File: src/rtl/apb4_reg_slave_pkg.sv
// Shared types and helpers for the APB4 register slave: FSM state, PPROT bit
// positions, byte-strobe expansion and address-decode width helpers.
package apb_pkg;

    typedef enum logic [0:0] {
        IDLE   = 1'b0,
        ACCESS = 1'b1
    } state_t;

    localparam int PPROT_PRIV  = 0;
    localparam int PPROT_NSEC  = 1;
    localparam int PPROT_INSTR = 2;

    function automatic int align_bits(input int data_w);
        return $clog2(data_w / 8);
    endfunction

    function automatic int idx_bits(input int nregs);
        return $clog2(nregs);
    endfunction

    // Expands up to four byte strobes into a 32-bit bit mask; narrower buses
    // use the low bits of the result.
    function automatic logic [31:0] strb_to_mask(input logic [3:0] strb);
        logic [31:0] m;
        for (int b = 0; b < 4; b++) begin
            m[b*8 +: 8] = {8{strb[b]}};
        end
        return m;
    endfunction

endpackage

File: src/rtl/apb4_reg_slave_if.sv
// APB4 bus bundle between the fabric (master) and the register slave.
// Handshake: a transfer is a setup cycle (PSEL=1, PENABLE=0) followed by access
// cycles (PSEL=1, PENABLE=1); it completes on the edge where PREADY=1, and
// PSLVERR/PRDATA are only meaningful in that cycle.
interface apb4_reg_slave_if #(
    parameter int ADDR_W = 32,
    parameter int DATA_W = 32
);
    logic                  PSEL;
    logic                  PENABLE;
    logic                  PWRITE;
    logic [ADDR_W-1:0]     PADDR;
    logic [DATA_W-1:0]     PWDATA;
    logic [DATA_W/8-1:0]   PSTRB;
    logic [2:0]            PPROT;
    logic [DATA_W-1:0]     PRDATA;
    logic                  PREADY;
    logic                  PSLVERR;

    modport master (
        output PSEL, PENABLE, PWRITE, PADDR, PWDATA, PSTRB, PPROT,
        input  PRDATA, PREADY, PSLVERR
    );

    modport slave (
        input  PSEL, PENABLE, PWRITE, PADDR, PWDATA, PSTRB, PPROT,
        output PRDATA, PREADY, PSLVERR
    );
endinterface

File: src/rtl/apb4_access_fsm.sv
// APB4 transfer sequencer: tracks setup/access phases, counts wait states and
// drives PREADY/PSLVERR purely from registered state.
module apb4_access_fsm
    import apb_pkg::*;
#(
    parameter int WAIT_CYCLES = 0
) (
    input  logic   clk,
    input  logic   rst_n,
    input  logic   psel,
    input  logic   penable,
    input  logic   err_in,
    output state_t state,
    output logic   pready,
    output logic   pslverr,
    output logic   err,
    output logic   start,
    output logic   complete,
    output logic   abort
);

    localparam logic [3:0] WAIT_LOAD = 4'(WAIT_CYCLES);

    state_t     state_q, state_d;
    logic [3:0] cnt_q, cnt_d;
    logic       err_q, err_d;

    always_ff @(posedge clk or negedge rst_n) begin
        if (!rst_n) begin
            state_q <= IDLE;
            cnt_q   <= '0;
            err_q   <= 1'b0;
        end else begin
            state_q <= state_d;
            cnt_q   <= cnt_d;
            err_q   <= err_d;
        end
    end

    always_comb begin
        state_d  = state_q;
        cnt_d    = cnt_q;
        err_d    = err_q;
        start    = 1'b0;
        complete = 1'b0;
        abort    = 1'b0;
        pready   = (state_q == ACCESS) && (cnt_q == 4'd0);
        pslverr  = pready && err_q;
        case (state_q)
            IDLE: begin
                if (psel && !penable) begin
                    state_d = ACCESS;
                    cnt_d   = WAIT_LOAD;
                    err_d   = err_in;
                    start   = 1'b1;
                end
            end
            ACCESS: begin
                if (!psel) begin
                    abort   = 1'b1;
                    state_d = IDLE;
                    err_d   = 1'b0;
                end else if (!penable) begin
                    // A fresh setup phase restarts the sequence in place.
                    start   = 1'b1;
                    cnt_d   = WAIT_LOAD;
                    err_d   = err_in;
                end else if (pready) begin
                    complete = 1'b1;
                    state_d  = IDLE;
                    err_d    = 1'b0;
                end else begin
                    cnt_d = cnt_q - 4'd1;
                end
            end
            default: state_d = IDLE;
        endcase
    end

    assign state = state_q;
    assign err   = err_q;

endmodule

File: src/rtl/apb4_reg_slave.sv
// APB4 completer with a byte-strobed register bank, PPROT write protection,
// read-only masking and PSLVERR on bad accesses.
module apb4_reg_slave
    import apb_pkg::*;
#(
    parameter int                 ADDR_W      = 32,
    parameter int                 DATA_W      = 32,
    parameter int                 NREGS       = 8,
    parameter int                 WAIT_CYCLES = 0,
    parameter logic [NREGS-1:0]   RO_MASK     = '0,
    parameter bit                 PRIV_WR     = 1'b0,
    parameter logic [DATA_W-1:0]  RESET_VAL   = '0
) (
    input  logic                     PCLK,
    input  logic                     PRESETn,
    apb4_reg_slave_if.slave          apb,
    output logic [NREGS*DATA_W-1:0]  reg_q,
    output logic [NREGS-1:0]         reg_wr,
    output state_t                   fsm_state
);

    localparam int                STRB_W     = DATA_W / 8;
    localparam int                ALIGN      = align_bits(DATA_W);
    localparam int                IDX_W      = idx_bits(NREGS);
    localparam logic [ADDR_W-1:0] ADDR_LIMIT = ADDR_W'(NREGS * STRB_W);
    localparam logic [ADDR_W-1:0] ALIGN_MASK = ADDR_W'(STRB_W - 1);

    logic [DATA_W-1:0] regs [NREGS];
    logic [IDX_W-1:0]  idx_in, idx_q;
    logic              wr_q;
    logic [DATA_W-1:0] wdata_q;
    logic [STRB_W-1:0] strb_q;
    logic              err_in, err_q;
    logic              start, complete, abort, commit;
    logic [31:0]       mask_full;
    logic [DATA_W-1:0] mask;

    assign idx_in = apb.PADDR[ALIGN +: IDX_W];

    always_comb begin
        err_in = 1'b0;
        if (apb.PADDR >= ADDR_LIMIT)                          err_in = 1'b1;
        if ((apb.PADDR & ALIGN_MASK) != '0)                   err_in = 1'b1;
        if (apb.PWRITE && RO_MASK[idx_in])                    err_in = 1'b1;
        if (apb.PWRITE && PRIV_WR && !apb.PPROT[PPROT_PRIV])  err_in = 1'b1;
        if (!apb.PWRITE && (apb.PSTRB != '0))                 err_in = 1'b1;
    end

    apb4_access_fsm #(
        .WAIT_CYCLES (WAIT_CYCLES)
    ) u_fsm (
        .clk      (PCLK),
        .rst_n    (PRESETn),
        .psel     (apb.PSEL),
        .penable  (apb.PENABLE),
        .err_in   (err_in),
        .state    (fsm_state),
        .pready   (apb.PREADY),
        .pslverr  (apb.PSLVERR),
        .err      (err_q),
        .start    (start),
        .complete (complete),
        .abort    (abort)
    );

    always_ff @(posedge PCLK or negedge PRESETn) begin
        if (!PRESETn) begin
            idx_q   <= '0;
            wr_q    <= 1'b0;
            wdata_q <= '0;
            strb_q  <= '0;
        end else if (start) begin
            idx_q   <= idx_in;
            wr_q    <= apb.PWRITE;
            wdata_q <= apb.PWDATA;
            strb_q  <= apb.PSTRB;
        end
    end

    assign mask_full = strb_to_mask(4'(strb_q));
    assign mask      = mask_full[DATA_W-1:0];
    assign commit    = complete && wr_q && !err_q;

    always_ff @(posedge PCLK or negedge PRESETn) begin
        if (!PRESETn) begin
            for (int i = 0; i < NREGS; i++) begin
                regs[i] <= RESET_VAL;
            end
        end else if (commit) begin
            regs[idx_q] <= (regs[idx_q] & ~mask) | (wdata_q & mask);
        end
    end

    // The pulse lands in the cycle after the commit edge, even for PSTRB=0.
    always_ff @(posedge PCLK or negedge PRESETn) begin
        if (!PRESETn) begin
            reg_wr <= '0;
        end else begin
            reg_wr <= '0;
            if (commit) begin
                reg_wr[idx_q] <= 1'b1;
            end
        end
    end

    always_ff @(posedge PCLK or negedge PRESETn) begin
        if (!PRESETn) begin
            apb.PRDATA <= '0;
        end else if (start) begin
            apb.PRDATA <= (!apb.PWRITE && !err_in) ? regs[idx_in] : '0;
        end else if (complete || abort) begin
            apb.PRDATA <= '0;
        end
    end

    for (genvar g = 0; g < NREGS; g++) begin : g_regq
        assign reg_q[g*DATA_W +: DATA_W] = regs[g];
    end

endmodule

File: src/flat_wrapper.sv
// flat-port wrapper written by rule: the top's interface ports become plain ports
module apb4_reg_slave_flat import apb_pkg::*;
#(
    parameter int                 ADDR_W      = 32,
    parameter int                 DATA_W      = 32,
    parameter int                 NREGS       = 8,
    parameter int                 WAIT_CYCLES = 0,
    parameter logic [NREGS-1:0]   RO_MASK     = '0,
    parameter bit                 PRIV_WR     = 1'b0,
    parameter logic [DATA_W-1:0]  RESET_VAL   = '0
)
  (PCLK, PRESETn, reg_q, reg_wr, fsm_state, apb_PSEL, apb_PENABLE, apb_PWRITE, apb_PADDR, apb_PWDATA, apb_PSTRB, apb_PPROT, apb_PRDATA, apb_PREADY, apb_PSLVERR);
  apb4_reg_slave_if #(.ADDR_W(ADDR_W), .DATA_W(DATA_W)) apb_i ();
  input  logic PCLK;
  input  logic PRESETn;
  output logic [NREGS*DATA_W-1:0] reg_q;
  output logic [NREGS-1:0] reg_wr;
  output state_t fsm_state;
  input wire logic [$bits(apb_i.PSEL)-1:0] apb_PSEL;
  input wire logic [$bits(apb_i.PENABLE)-1:0] apb_PENABLE;
  input wire logic [$bits(apb_i.PWRITE)-1:0] apb_PWRITE;
  input wire logic [$bits(apb_i.PADDR)-1:0] apb_PADDR;
  input wire logic [$bits(apb_i.PWDATA)-1:0] apb_PWDATA;
  input wire logic [$bits(apb_i.PSTRB)-1:0] apb_PSTRB;
  input wire logic [$bits(apb_i.PPROT)-1:0] apb_PPROT;
  output wire logic [$bits(apb_i.PRDATA)-1:0] apb_PRDATA;
  output wire logic [$bits(apb_i.PREADY)-1:0] apb_PREADY;
  output wire logic [$bits(apb_i.PSLVERR)-1:0] apb_PSLVERR;
  assign apb_i.PSEL = apb_PSEL;
  assign apb_i.PENABLE = apb_PENABLE;
  assign apb_i.PWRITE = apb_PWRITE;
  assign apb_i.PADDR = apb_PADDR;
  assign apb_i.PWDATA = apb_PWDATA;
  assign apb_i.PSTRB = apb_PSTRB;
  assign apb_i.PPROT = apb_PPROT;
  assign apb_PRDATA = apb_i.PRDATA;
  assign apb_PREADY = apb_i.PREADY;
  assign apb_PSLVERR = apb_i.PSLVERR;
  apb4_reg_slave #(.ADDR_W(ADDR_W), .DATA_W(DATA_W), .NREGS(NREGS), .WAIT_CYCLES(WAIT_CYCLES), .RO_MASK(RO_MASK), .PRIV_WR(PRIV_WR), .RESET_VAL(RESET_VAL)) u_core (.PCLK(PCLK), .PRESETn(PRESETn), .apb(apb_i), .reg_q(reg_q), .reg_wr(reg_wr), .fsm_state(fsm_state));
endmodule
File: config.mk
export PLATFORM = sky130hd
export DESIGN_NAME = apb4_reg_slave_flat
export DESIGN_NICKNAME = d
export VERILOG_FILES = /design/src/rtl/apb4_reg_slave_pkg.sv /design/src/rtl/apb4_reg_slave_if.sv /design/src/rtl/apb4_access_fsm.sv /design/src/rtl/apb4_reg_slave.sv /design/src/flat_wrapper.sv
export SDC_FILE = /design/constraint.sdc
export NUM_CORES = 1
export LEC_CHECK = 0
export ABC_AREA = 0
export ABC_CLOCK_PERIOD_IN_PS = 2340
export BUFFER_PORTS_ARGS = -buffer_cell sky130_fd_sc_hd__buf_2
export CAP_MARGIN = 20
export CORE_MARGIN = 2
export CORE_UTILIZATION = 40
export DETAILED_ROUTE_END_ITERATION = 7
export GPL_ROUTABILITY_DRIVEN = 0
export GPL_TIMING_DRIVEN = 1
export SLEW_MARGIN = 20
export SYNTH_ARGS = -nofsm -noshare
export SYNTH_HDL_FRONTEND = slang
export SYNTH_SLANG_ARGS = --single-unit
File: constraint.sdc
create_clock -name PCLK -period 2.34 [get_ports PCLK]
set_input_delay 0.351 -clock PCLK [delete_from_list [all_inputs] [get_ports PCLK]]
set_output_delay 0.351 -clock PCLK [all_outputs]
set_load 0.02 [all_outputs]
==> results summary, run 1 <==
The wire length per cell after detailed routing came out at between 20 and 30 µm. The worst pin sits at a relative slew slack of between 40% and 50%. Walking the worst path, the cells encountered are inv_1 -> ha_2 -> nor3b_4 -> buf_4 -> and3_1 -> buf_2. The final wirelength is about 67000 µm. The cell area reported after detailed placement came out at ~20000 µm². The number of vias per cell after detailed routing is around 6.0.

The number of rows in the core area is 76. The number of inserted diodes came out at 0. The number of buffers created by CTS came out at 40. The clock reaches the later pin of the worst-skew pair after around 0.57 ns. The layout has 3883 filler cells.

The global-route usage over all layers is 29.6%. STA classifies the critical path endpoint as an output pin. The largest vdd supply drop came out at around 0.42 mV.

Dividing the final minimum period by the clock period gives a little over nine tenths. The library cells used most frequently in the layout, excluding fill and tap cells, are 378 x sky130_fd_sc_hd__nand2_1, 368 x sky130_fd_sc_hd__buf_2, 341 x sky130_fd_sc_hd__dfrtp_1, 249 x sky130_fd_sc_hd__o31ai_1, 161 x sky130_fd_sc_hd__mux2i_1. The full die area is around 45000 µm². The number of sinks driven by the clock tree is 342. The number of endpoints with negative hold slack in the final report came out at 0. STA classifies the critical path startpoint as a flop. The count of nets left with antenna violations once routing finished came out at 0. The max-slew violation count is 0. Synthesis handed over a netlist of 1608 instances.

The part of the Yosys area used for sequential elements came out at between 40% and 50%. The share of final-layout standard cells stronger than drive strength 1 came out at roughly a third. The final layout contains 2072 nets. The height of the die is between 200 and 250 µm. The synthesized net count came out at between 1500 and 2000. In this run the clock root is driven by a sky130_fd_sc_hd__clkbuf_16. After synthesis the cells add up to about 17000 µm². In this design, the stage delay of the slowest critical-path cell is around 0.39 ns. The power density over the cells is approximately 770 nW/µm². The signal arrival time at the worst endpoint came out at approximately 1.9 ns. The measured slew at the worst slew-check pin is 0.873 ns. The highest achievable clock rate came out at approximately 450 MHz. The pin count of the biggest net entering global routing came out at 62. The number of different library cells used by synthesis comes to 35. The initial utilization of the core area, before any placement, comes to about two fifths. Leaving out fill and tap cells, the most frequent cell in the layout is sky130_fd_sc_hd__nand2_1. The multiplexer share of the synthesized area came out at between 10% and 20%. The post-route clock skew is around 0.021 ns.

The first-pass GRT wire length is around 99000 µm. The slowest stage of the critical path belongs to the cell sky130_fd_sc_hd__dfrtp_1. Compared with the post-synthesis result, the final layout area differs by 28.2%. The adder-cell area share of the yosys netlist is 0.0723%. The iteration-0 DRC count of the detailed router is around 1600. For this run, design rule violations remaining after detail routing come to 0. The I/O pin count came out at about 380.

The main combinational cell family by area after synthesis is multiplexers. The async set-reset flop share out of synthesis came out at 100%. After Yosys synthesis, XOR and XNOR cells account for 0% of the synthesized area.

The number of warnings issued by yosys came out at 0. The initial antenna violation count was 1. Summing the areas of all compound-gate instances in the mapped netlist gives between 10% and 20% of the synthesized area. TritonCTS built the clock tree.

The data required time at the worst endpoint is slightly below 2 ns. The min-delay analysis places its worst path in the category input port to flop. After clock tree synthesis, the clock-pin slew on the worst setup and hold paths is around 0.060 ns.

The placed cell count is about 2500. The worst setup slack for register-to-register paths is 0.11 ns. The average instance in the mapped netlist occupies about 11 µm². The count of input and output buffers is about 370. In this run the horizontal extent of the chip is 212 µm. The final standard cell area without fillers is ~22000 µm². The detailed-placement wirelength estimate came out at approximately 44000 µm. The flow ran to the end, and the final reports show no timing, DRC or antenna violations. The length of the first detailed-routing pass in iterations is 5. The number of failing setup endpoints in the final timing report came out at 0.

Summed over all cells, the static leakage comes to ~11 nW. The simple logic cell fraction of the synthesized area is a little over an eighth. The maximum number of buffers from clock root to sink is 3.

The placeable core area came out at between 40000 and 50000 µm². The number of register bits inferred by synthesis is 342. Across all layers, the routed design uses about 16000 vias. The non-filler instance count after layout came out at roughly 2600. The prevailing post-synth register cell is sky130_fd_sc_hd__dfrtp_1. The via count of the first global-routing pass is between 15000 and 20000.

After global routing the overflow that remains totals 0. Across the run, the number of max-cap violations was 0. The worst setup path is of the flop to output pin kind. The largest driver fanout on the critical path came out at 4. In this run, synthesis inferred 0 flip-flops with an integrated enable. Subtracting the final worst setup slack from the clock period gives ~2.2 ns.

The H-tree depth reported by CTS is 2.
final cells by class:
type	count	area (µm²)	area share (%)
Clock inverter	16	246	1.11
Clock buffer	58	1190	5.37
Timing Repair Buffer	505	3240	14.6
Sequential cell	342	8560	38.6
Multi-Input combinational cell	1092	8160	36.8
Inverter	14	52.6	0.237
Tap cell	585	732	3.30
worst max-delay path: cells and delay by family, from the launching register on:
kind / cells / cell delay, ns
buffers and inverters: 3 / 0.39
flip-flops: 1 / 0.39
adder cells (fa/ha/maj): 1 / 0.19
AND/OR/NAND/NOR: 2 / 0.38
metal layers:
layer	track usage [%]	part of all wire, %	vias up
met4	11.3	3.5	2
met2	46.7	46	827
met3	6.03	8.7	167
met5	0	0.026	-
met1	40.2	41	7853
li1	-	-	6715
registers in the layout (all words and copies together), names as in the netlist:
| name | flops |
|---|---|
| u_core.strb_q | 4 |
| u_core.wdata_q | 32 |
| u_core.u_fsm.err | 1 |
| u_core.reg_q | 256 |
| u_core.u_fsm.cnt_q | 4 |
| u_core.apb.PRDATA | 32 |
| u_core.wr_q | 1 |
| u_core.reg_wr | 8 |
| u_core.idx_q | 3 |
| u_core.u_fsm.state | 1 |
metrics by stage:
step | hold slack (ns) | utilization (%) | power (mW) | setup slack (ns) | setup TNS [ns]
3_5_place_dp | 0.368 | 47.6 | 10.1 | 0.0538 | 0
6_report | 0.0195 | 51.7 | 17.0 | 0.0928 | 0
2_1_floorplan | 0.0554 | - | 8.74 | 0.287 | 0
5_1_grt | 0.0189 | 51.7 | 17.6 | -0.00484 | -0.00484
4_1_cts | 0.00103 | 51.6 | 17.0 | 0.0256 | 0
3_3_place_gp | 0.360 | 47.6 | 10.0 | 0.137 | 0
cell families (layout without fill, tap and decap cells):
logic type,count (synthesis),in the layout
simple gates,503,503
compound gates,363,363
flops,342,342
mux,225,225
buf+inv,174,593
fa+ha+maj,1,1
Yosys cell counts (25+ instances only):
library cell | number | share of area, %
sky130_fd_sc_hd__mux2i_1 | 161 | 9.3
sky130_fd_sc_hd__buf_2 | 25 | 0.72
sky130_fd_sc_hd__buf_1 | 37 | 0.80
sky130_fd_sc_hd__nor2b_1 | 37 | 1.3
sky130_fd_sc_hd__clkbuf_1 | 98 | 2.1
sky130_fd_sc_hd__o31ai_1 | 256 | 11
sky130_fd_sc_hd__nor3_2 | 30 | 1.7
sky130_fd_sc_hd__dfrtp_1 | 342 | 49
sky130_fd_sc_hd__o2bb2ai_1 | 33 | 1.7
sky130_fd_sc_hd__mux4_2 | 64 | 8.3
sky130_fd_sc_hd__nand2_1 | 386 | 8.4
sky130_fd_sc_hd__o22ai_1 | 68 | 2.5
path summary, 6_finish.rpt:
check	end	cells after the start	from
worst max-delay path	apb_PSLVERR	6	u_core.u_fsm.cnt_q[1]
worst min-delay path	u_core.wdata_q[28]	3	apb_PWDATA[28]
worst max register to register	u_core.reg_q[212]	8	u_core.u_fsm.cnt_q[1]
worst min register to register	u_core.wdata_q[13]	2	u_core.wdata_q[13]
max in group asynchronous	u_core.reg_q[228]	4	PRESETn
min in group asynchronous	u_core.reg_q[59]	2	PRESETn
power breakdown:
group          total, mW  internal [mW]  switching, mW  leakage [nW]
combinational       3.42           1.27           2.15          5.26
sequential          6.76           6.29          0.466          4.70
clock               6.80           4.21           2.59         0.704
total               17.0           11.8           5.22          10.7
what timing repair did:
action                                  4_1_cts  5_1_grt
buffers inserted                              1        1
hold buffers                                 27        0
pin swaps                                     0        1
gates resized for setup                       2       10
endpoints found under the hold margin        74        0
endpoints found under the setup margin        2       50
No activity file was read; power rests on OpenSTA's default activity.
==> inputs of run 2 (changes only) <==
--- a/config.mk
+++ b/config.mk
@@ -5,7 +5,7 @@
 export SDC_FILE = /design/constraint.sdc
 export NUM_CORES = 1
 export LEC_CHECK = 0
-export ABC_AREA = 0
+export ABC_AREA = 1
 export ABC_CLOCK_PERIOD_IN_PS = 2340
 export BUFFER_PORTS_ARGS = -buffer_cell sky130_fd_sc_hd__buf_2
 export CAP_MARGIN = 20
==> results summary, run 2 <==
The area share of the largest cell type after synthesis came out at 43.6% (was 49.5%). The clock edge transition at the registers on the reported setup and hold paths was 0.06 ns (about the same). The post-synthesis instance total is 2952 (was 1608).

The prevailing post-synth register cell is sky130_fd_sc_hd__dfrtp_1 (unchanged). The number of flip-flops under the largest register name is 256 (unchanged). The async set-reset flop share out of synthesis was 100% (unchanged). The family of cells with the greatest summed delay on the critical path is simple AND/OR/NAND/NOR gates (was flip-flops). The type of the worst setup path is flop to output pin (unchanged). The number of endpoints with negative hold slack in the final report is 0 (unchanged). Top library cells by usage in the layout, fill and taps aside: 1339 x sky130_fd_sc_hd__nand2_1, 518 x sky130_fd_sc_hd__nand3_1, 368 x sky130_fd_sc_hd__buf_2, 341 x sky130_fd_sc_hd__dfrtp_1, 274 x sky130_fd_sc_hd__inv_1 (was 378 x sky130_fd_sc_hd__nand2_1, 368 x sky130_fd_sc_hd__buf_2, 341 x sky130_fd_sc_hd__dfrtp_1, 249 x sky130_fd_sc_hd__o31ai_1, 161 x sky130_fd_sc_hd__mux2i_1).

The most numerous cell in the Yosys netlist is sky130_fd_sc_hd__nand2_1 (unchanged). The height of the die is 226 µm (was 212 µm). The wire length per cell after detailed routing came out at 20.5 µm (was 25.5 µm). The power after layout is 17.5 mW (was 17.0 mW). The number of inserted diodes came to 0 (unchanged).

The iteration-0 DRC count of the detailed router is 2235 (was 1625). The detailed-placement wirelength estimate came out at 51000 µm (was 43800 µm). The via count of the first global-routing pass is 20000 (was 15500).

The power density over the cells is 731 nW/µm² (was 765 nW/µm²). The highest cell delay on the worst timing path is 0.37 ns (was 0.39 ns). The number of failing setup endpoints in the final timing report is 0 (unchanged). The largest vdd supply drop is 0.537 mV (was 0.417 mV). The pin count of the biggest net entering global routing came out at 112 (was 62). The share of final-layout standard cells stronger than drive strength 1 came to 19.8% (was 33.0%).

The highest achievable clock rate is 452 MHz (was 445 MHz). The number of warnings issued by yosys is 0 (unchanged). The final routed DRC violation total is 0 (unchanged). The global-route usage over all layers came out at 31.6% (was 29.6%). The smallest hold slack came out at 0.0265 ns (was 0.0195 ns). The met2 layer usage reported by global route is 48.8% (was 46.7%). The max-slew violation count is 0 (unchanged).

The number of register bits inferred by synthesis is 342 (unchanged). Status: finished clean (unchanged). The number of rows in the core area is 81 (was 76). The measured slew at the worst slew-check pin came out at 0.944 ns (was 0.873 ns). The global routing usage on met1 is 42.1% (was 40.2%).

The full die area came to 50900 µm² (was 44900 µm²). The area growth from synthesis to layout is 21.5% (was 28.2%). The signal arrival time at the worst endpoint came out at 1.86 ns (was 1.90 ns). The root buffer selected by CTS was sky130_fd_sc_hd__clkbuf_16 (unchanged). The max-capacitance violation count is 0 (unchanged). The layer with the highest usage is met2 (unchanged).

The largest driver fanout on the critical path is 3 (was 4). The path class of the lowest-slack min-delay path is input port to flop (unchanged). The post-route clock skew came out at 0.0245 ns (was 0.0215 ns). The standard cell with the maximum stage delay on the critical path is sky130_fd_sc_hd__dfrtp_1 (unchanged). The horizontal die dimension is 226 µm (was 212 µm). The synthesized net count is 3029 (was 1685). The commonest non-fill, non-tap cell in the layout is sky130_fd_sc_hd__nand2_1 (unchanged). The part of the Yosys area used for sequential elements is 43.6% (was 49.5%). The final wirelength is 81000 µm (was 66600 µm). The kind of end point of the critical path is an output pin (unchanged).

The met3 track demand over resource was 6.96% (was 6.03%). The placeable core area is 48700 µm² (was 42900 µm²). The average cell area after synthesis is 6.65 µm² (was 10.8 µm²). The compound-gate portion of the synthesized area came out at 0.440% (was 15.4%). The time the final worst path needs with I/O delays and setup came out at 2.21 ns (was 2.25 ns). The CTS tree is built (unchanged). The buffers plus inverters on the worst setup path came out at 2 (was 3). Setup repair after global routing could not meet its margin everywhere. The cell area after technology mapping was 19600 µm² (was 17300 µm²). The data required time at the worst endpoint came out at 1.99 ns (about the same). The XOR/XNOR share of the synthesized area came to 0.0446% (was 0%). The count of input and output buffers was 371 (unchanged). The remaining global-route overflow came to 0 (unchanged). The detailed-route via count came out at 21000 (was 15600).

The post-synthesis cell type with the largest combined area is sky130_fd_sc_hd__dfrtp_1 (unchanged). The insertion delay of the later-clocked pin in the worst-skew pair was 0.58 ns (was 0.57 ns). The H-tree depth reported by CTS is 2 (unchanged). The initial antenna violation count came out at 2 (was 1). The startpoint type of the worst setup path is a flop (unchanged). The cell area reported after detailed placement came out at 22300 µm² (was 20400 µm²). The number of nets in the layout came to 3339 (was 2072). Chain of cells forming the critical path: inv_1 -> ha_1 -> nand2_2 -> nor2_4 -> nand2_1 -> nor2_2 -> buf_4 (was inv_1 -> ha_2 -> nor3b_4 -> buf_4 -> and3_1 -> buf_2). The number of vias per cell after detailed routing came out at 5.31 (was 5.96). Largest cells by area after synthesis: sky130_fd_sc_hd__dfrtp_1 44%, sky130_fd_sc_hd__nand2_1 26%, sky130_fd_sc_hd__nand3_1 13%, sky130_fd_sc_hd__inv_1 5.3%, sky130_fd_sc_hd__nor2_1 2.4% (was sky130_fd_sc_hd__dfrtp_1 49%, sky130_fd_sc_hd__o31ai_1 11%, sky130_fd_sc_hd__mux2i_1 9.3%, sky130_fd_sc_hd__nand2_1 8.4%, sky130_fd_sc_hd__mux4_2 8.3%).

The placed cell count was 3860 (was 2509). The multiplexer share of the synthesized area is 1.83% (was 17.6%). The maximum number of buffers from clock root to sink is 3 (unchanged).

The simple logic cell fraction of the synthesized area was 43.8% (was 13.4%). Most common library cells after synthesis: 1341 x sky130_fd_sc_hd__nand2_1, 518 x sky130_fd_sc_hd__nand3_1, 342 x sky130_fd_sc_hd__dfrtp_1 (was 386 x sky130_fd_sc_hd__nand2_1, 342 x sky130_fd_sc_hd__dfrtp_1, 256 x sky130_fd_sc_hd__o31ai_1). The leakage power summed over all cells is 14.3 nW (was 10.7 nW). The number of nets with antenna violations after routing came to 0 (unchanged).

The I/O pin count came out at 375 (unchanged). The number of buffers created by CTS came out at 41 (was 40). The adder-cell area share of the yosys netlist came out at 0.0637% (was 0.0723%).

The number of library cell types mapped by synthesis was 25 (was 35). The number of enable-type register cells in the synthesized netlist is 0 (unchanged). The part of the cycle the worst path needs came out at 94.5% (was 96.0%). The effective utilization at floorplan is 40.3% (about the same). The final core utilization came out at 49.0% (was 51.7%). The headroom to the max-slew limit is 37.0% (was 41.8%). The main combinational cell family by area after synthesis is simple AND/OR/NAND/NOR gates (was multiplexers). The non-filler instance count after layout is 3957 (was 2612). The final standard cell area without fillers came to 23900 µm² (was 22200 µm²). The length of the first detailed-routing pass in iterations was 6 (was 5).

The first-pass GRT wire length came out at 121000 µm (was 98600 µm). The number of sinks driven by the clock tree was 342 (unchanged).
==> run 2: changes by cell type after synthesis, sizes merged, moves of 33 or more <==
cell | before | now
clkbuf | 98 | 55
nor3 | 36 | 0
inv | 14 | 319
mux4 | 64 | 0
o2bb2ai | 33 | 0
nor2b | 37 | 0
nor2 | 3 | 136
nand2 | 386 | 1365
nand3 | 3 | 520
o31ai | 256 | 0
o22ai | 68 | 1
mux2i | 161 | 0
buf | 62 | 131
==> run 2: report_power, final <==
group / leakage [nW] / internal (mW) / switching (mW) / total [mW]
Clock: 0.661 / 3.72 / 2.67 / 6.39
Sequential: 4.66 / 6.38 / 0.490 / 6.87
Combinational: 8.95 / 1.27 / 2.93 / 4.20
==> run 2: cells by family (layout without fill, tap and decap cells) <==
kind of cell,Yosys count,count (layout)
simple gates,2054,2054
buf+inv,506,847
flops,342,342
mux,32,32
compound gates,16,16
fa+ha+maj,1,1
xor+xnor,1,1
==> run 2: area by class of cell <==
cell class | count | area [µm²]
fillers | 4852 | 24900
multi-input cells | 2104 | 9120
flip-flops and latches | 342 | 8560
repair buffers | 453 | 2820
clock buffers | 61 | 1220
inverters | 320 | 1210
well taps | 664 | 831
clock inverters | 13 | 93.8
==> run 2: path summary, 6_finish.rpt <==
kind / start / slack (ns) / end / cells past startpoint
setup / recovery: u_core.u_fsm.cnt_q[1] / 0.13 / apb_PSLVERR / 7
hold / removal: apb_PWDATA[30] / 0.03 / u_core.wdata_q[30] / 2
setup reg to reg: u_core.u_fsm.cnt_q[0] / 0.25 / u_core.apb.PRDATA[20] / 9
hold reg to reg: u_core.apb.PRDATA[23] / 0.47 / u_core.apb.PRDATA[23] / 2
max in group asynchronous: PRESETn / 1.20 / u_core.reg_q[241] / 3
min in group asynchronous: PRESETn / 0.31 / u_core.reg_q[195] / 2
==> run 2: timing repair <==
action / CTS / global route
buffers inserted: 1 / 0
endpoints found under the hold margin: 64 / 0
pin swaps: 1 / 0
resized for setup: 1 / 10
cloned: 0 / 0
endpoints found under the setup margin: 2 / 56
hold buffers: 22 / 0
==> run 2: routing by layer <==
metal  share of wire, %  wire length (µm)  vias up
met5              0.025                20        -
met4                4.9              3950        4
met3                 10              8150      246
met2                 45             36200     1168
met1                 40             32600     9931
li1                   -                 -     9668
==> run 2: through the flow <==
stage               TNS, ns  setup WS, ns
floorplan                 0         0.657
global placement          0         0.241
detailed placement        0         0.153
CTS                       0        0.0500
global route        -0.0325       -0.0325
finish                    0         0.128
==> run 2: worst reg2reg max path: stages, from the launching register on <==
cell and delay (ns):
sky130_fd_sc_hd__dfrtp_1 0.36, sky130_fd_sc_hd__inv_1 0.06, sky130_fd_sc_hd__ha_1 0.21, sky130_fd_sc_hd__nand2_2 0.12, sky130_fd_sc_hd__nor2_4 0.06, sky130_fd_sc_hd__nand2_1 0.12
sky130_fd_sc_hd__o211ai_1 0.12, sky130_fd_sc_hd__inv_2 0.71, sky130_fd_sc_hd__nand2_1 0.17, sky130_fd_sc_hd__nand2_1 0.11
==> inputs of run 3 (changes only) <==
--- a/config.mk
+++ b/config.mk
@@ -10,10 +10,11 @@
 export BUFFER_PORTS_ARGS = -buffer_cell sky130_fd_sc_hd__buf_2
 export CAP_MARGIN = 20
 export CORE_MARGIN = 2
-export CORE_UTILIZATION = 40
+export CORE_UTILIZATION = 57
 export DETAILED_ROUTE_END_ITERATION = 7
 export GPL_ROUTABILITY_DRIVEN = 0
 export GPL_TIMING_DRIVEN = 1
+export PLACE_DENSITY = 0.82
 export SLEW_MARGIN = 20
 export SYNTH_ARGS = -nofsm -noshare
 export SYNTH_HDL_FRONTEND = slang
==> results summary, run 3 (synthesized netlist as in run 2, its figures left out) <==
Status: finished, violations left (was finished clean). The final reports fail on DRC. The first-pass GRT wire length is 113000 µm (was 121000 µm). The wire length per cell after detailed routing came out at 20.0 µm (was 20.5 µm).

The smallest hold slack is 0.0370 ns (was 0.0265 ns). The clock edge transition at the registers on the reported setup and hold paths is 0.06 ns (about the same). The standard cell with the maximum stage delay on the critical path is sky130_fd_sc_hd__inv_2 (was sky130_fd_sc_hd__dfrtp_1). The count of input and output buffers is 371 (unchanged). The buffers plus inverters on the worst setup path came out at 3 (was 2). The horizontal die dimension is 190 µm (was 226 µm). The end of the worst register-to-register path is u_core.reg_q[218] (was u_core.apb.PRDATA[20]). The source of the worst hold timing path is apb_PWDATA[5] (was apb_PWDATA[30]). The placement-stage worst setup slack came to 0.171 ns (was 0.153 ns).

The H-tree depth reported by CTS is 2 (unchanged). Setup repair after global routing missed its margin: true (unchanged). The largest driver fanout on the critical path came to 32 (was 3). The length of the first detailed-routing pass in iterations is 8 (was 6).

The worst setup slack for register-to-register paths came out at 0.01 ns (was 0.25 ns). The post-route clock skew is 0.0166 ns (was 0.0245 ns). The measured slew at the worst slew-check pin is 1.07 ns (was 0.944 ns).

The final-layout setup total negative slack came out at 0 ns (unchanged). The power density over the cells is 756 nW/µm² (was 731 nW/µm²). The launching point of the worst reg2reg path was u_core.u_fsm.cnt_q[0] (unchanged). The cell area reported after detailed placement came out at 22100 µm² (was 22300 µm²). The max-slew violation count is 0 (unchanged). The number of flip-flops under the largest register name was 256 (unchanged). The remaining global-route overflow is 0 (unchanged). Chain of cells forming the critical path: inv_1 -> ha_1 -> nand2_1 -> nor2_4 -> buf_4 -> nand3_4 -> nor2_4 -> inv_2 -> nand2_1 -> nand2_1 (was inv_1 -> ha_1 -> nand2_2 -> nor2_4 -> nand2_1 -> nor2_2 -> buf_4).

The type of the worst setup path is flop to flop (was flop to output pin). The CTS tree is built (unchanged). The highest achievable clock rate is 430 MHz (was 452 MHz).

The part of the cycle the worst path needs came to 99.5% (was 94.5%). The startpoint type of the worst setup path is a flop (unchanged). The non-filler instance count after layout is 3727 (was 3957).

The highest cell delay on the worst timing path is 0.76 ns (was 0.37 ns). The via count of the first global-routing pass is 20500 (was 20000). The final standard cell area without fillers came out at 23500 µm² (was 23900 µm²). The path depth of the worst reg2reg path is 10 (was 9). The signal arrival time at the worst endpoint came out at 2.80 ns (was 1.86 ns). The insertion delay of the later-clocked pin in the worst-skew pair is 0.55 ns (was 0.58 ns).

The pin count of the biggest net entering global routing is 129 (was 112). The global-route usage over all layers came to 40.8% (was 31.6%). The kind of end point of the critical path is a flop (was output pin). The leakage power summed over all cells is 14.2 nW (was 14.3 nW).

The data required time at the worst endpoint is 2.81 ns (was 1.99 ns). The final core utilization came out at 69.8% (was 49.0%). The number of nets in the layout came to 3325 (was 3339). The number of endpoints with negative hold slack in the final report is 0 (unchanged).

The number of vias per cell after detailed routing came out at 5.84 (was 5.31). The iteration-0 DRC count of the detailed router came out at 2919 (was 2235). The final worst setup slack came out at 0.0118 ns (was 0.128 ns). The placeable core area is 33700 µm² (was 48700 µm²). The height of the die was 190 µm (was 226 µm). The final wirelength came out at 74400 µm (was 81000 µm). The commonest non-fill, non-tap cell in the layout is sky130_fd_sc_hd__nand2_1 (unchanged). The area growth from synthesis to layout came out at 19.8% (was 21.5%). The worst hold path endpoint was u_core.wdata_q[5] (was u_core.wdata_q[30]).

The number of sinks driven by the clock tree came out at 342 (unchanged). By instance count, the cell type seen most on the critical path is sky130_fd_sc_hd__nand2_1. The maximum number of buffers from clock root to sink is 3 (unchanged). The share of final-layout standard cells stronger than drive strength 1 came out at 19.9% (was 19.8%). The headroom to the max-slew limit was 28.8% (was 37.0%). The max-capacitance violation count is 0 (unchanged). The initial antenna violation count came to 2 (unchanged). The I/O pin count is 375 (unchanged). The path class of the lowest-slack min-delay path is input port to flop (unchanged).

The final routed DRC violation total is 3 (was 0). The detailed-route via count is 21800 (was 21000). The largest vdd supply drop is 0.607 mV (was 0.537 mV). The effective utilization at floorplan is 58.3% (was 40.3%). Top library cells by usage in the layout, fill and taps aside: 1340 x sky130_fd_sc_hd__nand2_1, 518 x sky130_fd_sc_hd__nand3_1, 369 x sky130_fd_sc_hd__buf_2, 341 x sky130_fd_sc_hd__dfrtp_1, 275 x sky130_fd_sc_hd__inv_1 (was 1339 x sky130_fd_sc_hd__nand2_1, 518 x sky130_fd_sc_hd__nand3_1, 368 x sky130_fd_sc_hd__buf_2, 341 x sky130_fd_sc_hd__dfrtp_1, 274 x sky130_fd_sc_hd__inv_1). The placed cell count came out at 3652 (was 3860). The family of cells with the greatest summed delay on the critical path is buffers and inverters (was simple AND/OR/NAND/NOR gates). The number of failing setup endpoints in the final timing report came to 0 (unchanged).

The number of nets with antenna violations after routing was 0 (unchanged). The root buffer selected by CTS is sky130_fd_sc_hd__clkbuf_16 (unchanged). The time the final worst path needs with I/O delays and setup is 2.33 ns (was 2.21 ns). The number of rows in the core area came out at 67 (was 81). The detailed-placement wirelength estimate is 46900 µm (was 51000 µm).

The number of buffers created by CTS came out at 39 (was 41). The number of cells traversed by the worst hold path came out at 2 (unchanged). The full die area came out at 36000 µm² (was 50900 µm²). The power after layout is 17.8 mW (was 17.5 mW).
-- run 3: worst max-delay path by stage --
stage / cells past startpoint / slack (ns) / startpoint / to
2_1_floorplan: 10 / 0.66 / u_core.u_fsm.cnt_q[0] / u_core.reg_q[225]
5_1_grt: 10 / -0.06 / u_core.u_fsm.cnt_q[0] / u_core.reg_q[219]
3_5_place_dp: 9 / 0.17 / u_core.u_fsm.cnt_q[0] / u_core.reg_q[163]
6_report: 10 / 0.01 / u_core.u_fsm.cnt_q[0] / u_core.reg_q[218]
3_3_place_gp: 9 / 0.28 / u_core.u_fsm.cnt_q[0] / u_core.reg_q[184]
4_1_cts: 7 / 0.01 / u_core.u_fsm.cnt_q[0] / apb_PSLVERR
-- run 3: report_power, final --
group / switching [mW] / leakage, nW / total [mW] / internal [mW]
combinational: 2.91 / 8.89 / 4.18 / 1.27
sequential: 0.474 / 4.66 / 6.85 / 6.38
clock: 2.55 / 0.682 / 6.75 / 4.20
total: 5.94 / 14.2 / 17.8 / 11.8
-- run 3: area by class of cell --
type	count	area, µm²
diodes	1	2.50
fillers	2770	10200
well taps	448	561
clock inverters	15	297
clock buffers	56	1110
multi-input cells	2104	9120
repair buffers	441	2660
flip-flops and latches	342	8560
inverters	320	1210
-- run 3: worst reg2reg max path: cells and delay by family, from the launching register on --
family                     cells  cell delay (ns)
buffers and inverters          3             0.97
DFF                            1             0.37
and+or+nand+nor                6             0.72
adders and majority gates      1             0.21
-- run 3: what timing repair did --
item | in CTS | in global routing
cloned | 0 | 0
endpoints found under the setup margin | 2 | 2
resized for setup | 1 | 2
pin swaps | 0 | 1
hold buffers | 1 | 0
buffers inserted | 0 | 2
endpoints found under the hold margin | 55 | 0
-- run 3: routing by layer --
metal  GRT usage, %  vias up  share of wire, %
met5              0        -             0.017
met4           25.9        2               7.3
met3           9.96      430                15
met2           61.3     1795                43
met1           53.1     9929                35
li1               -     9624                 -
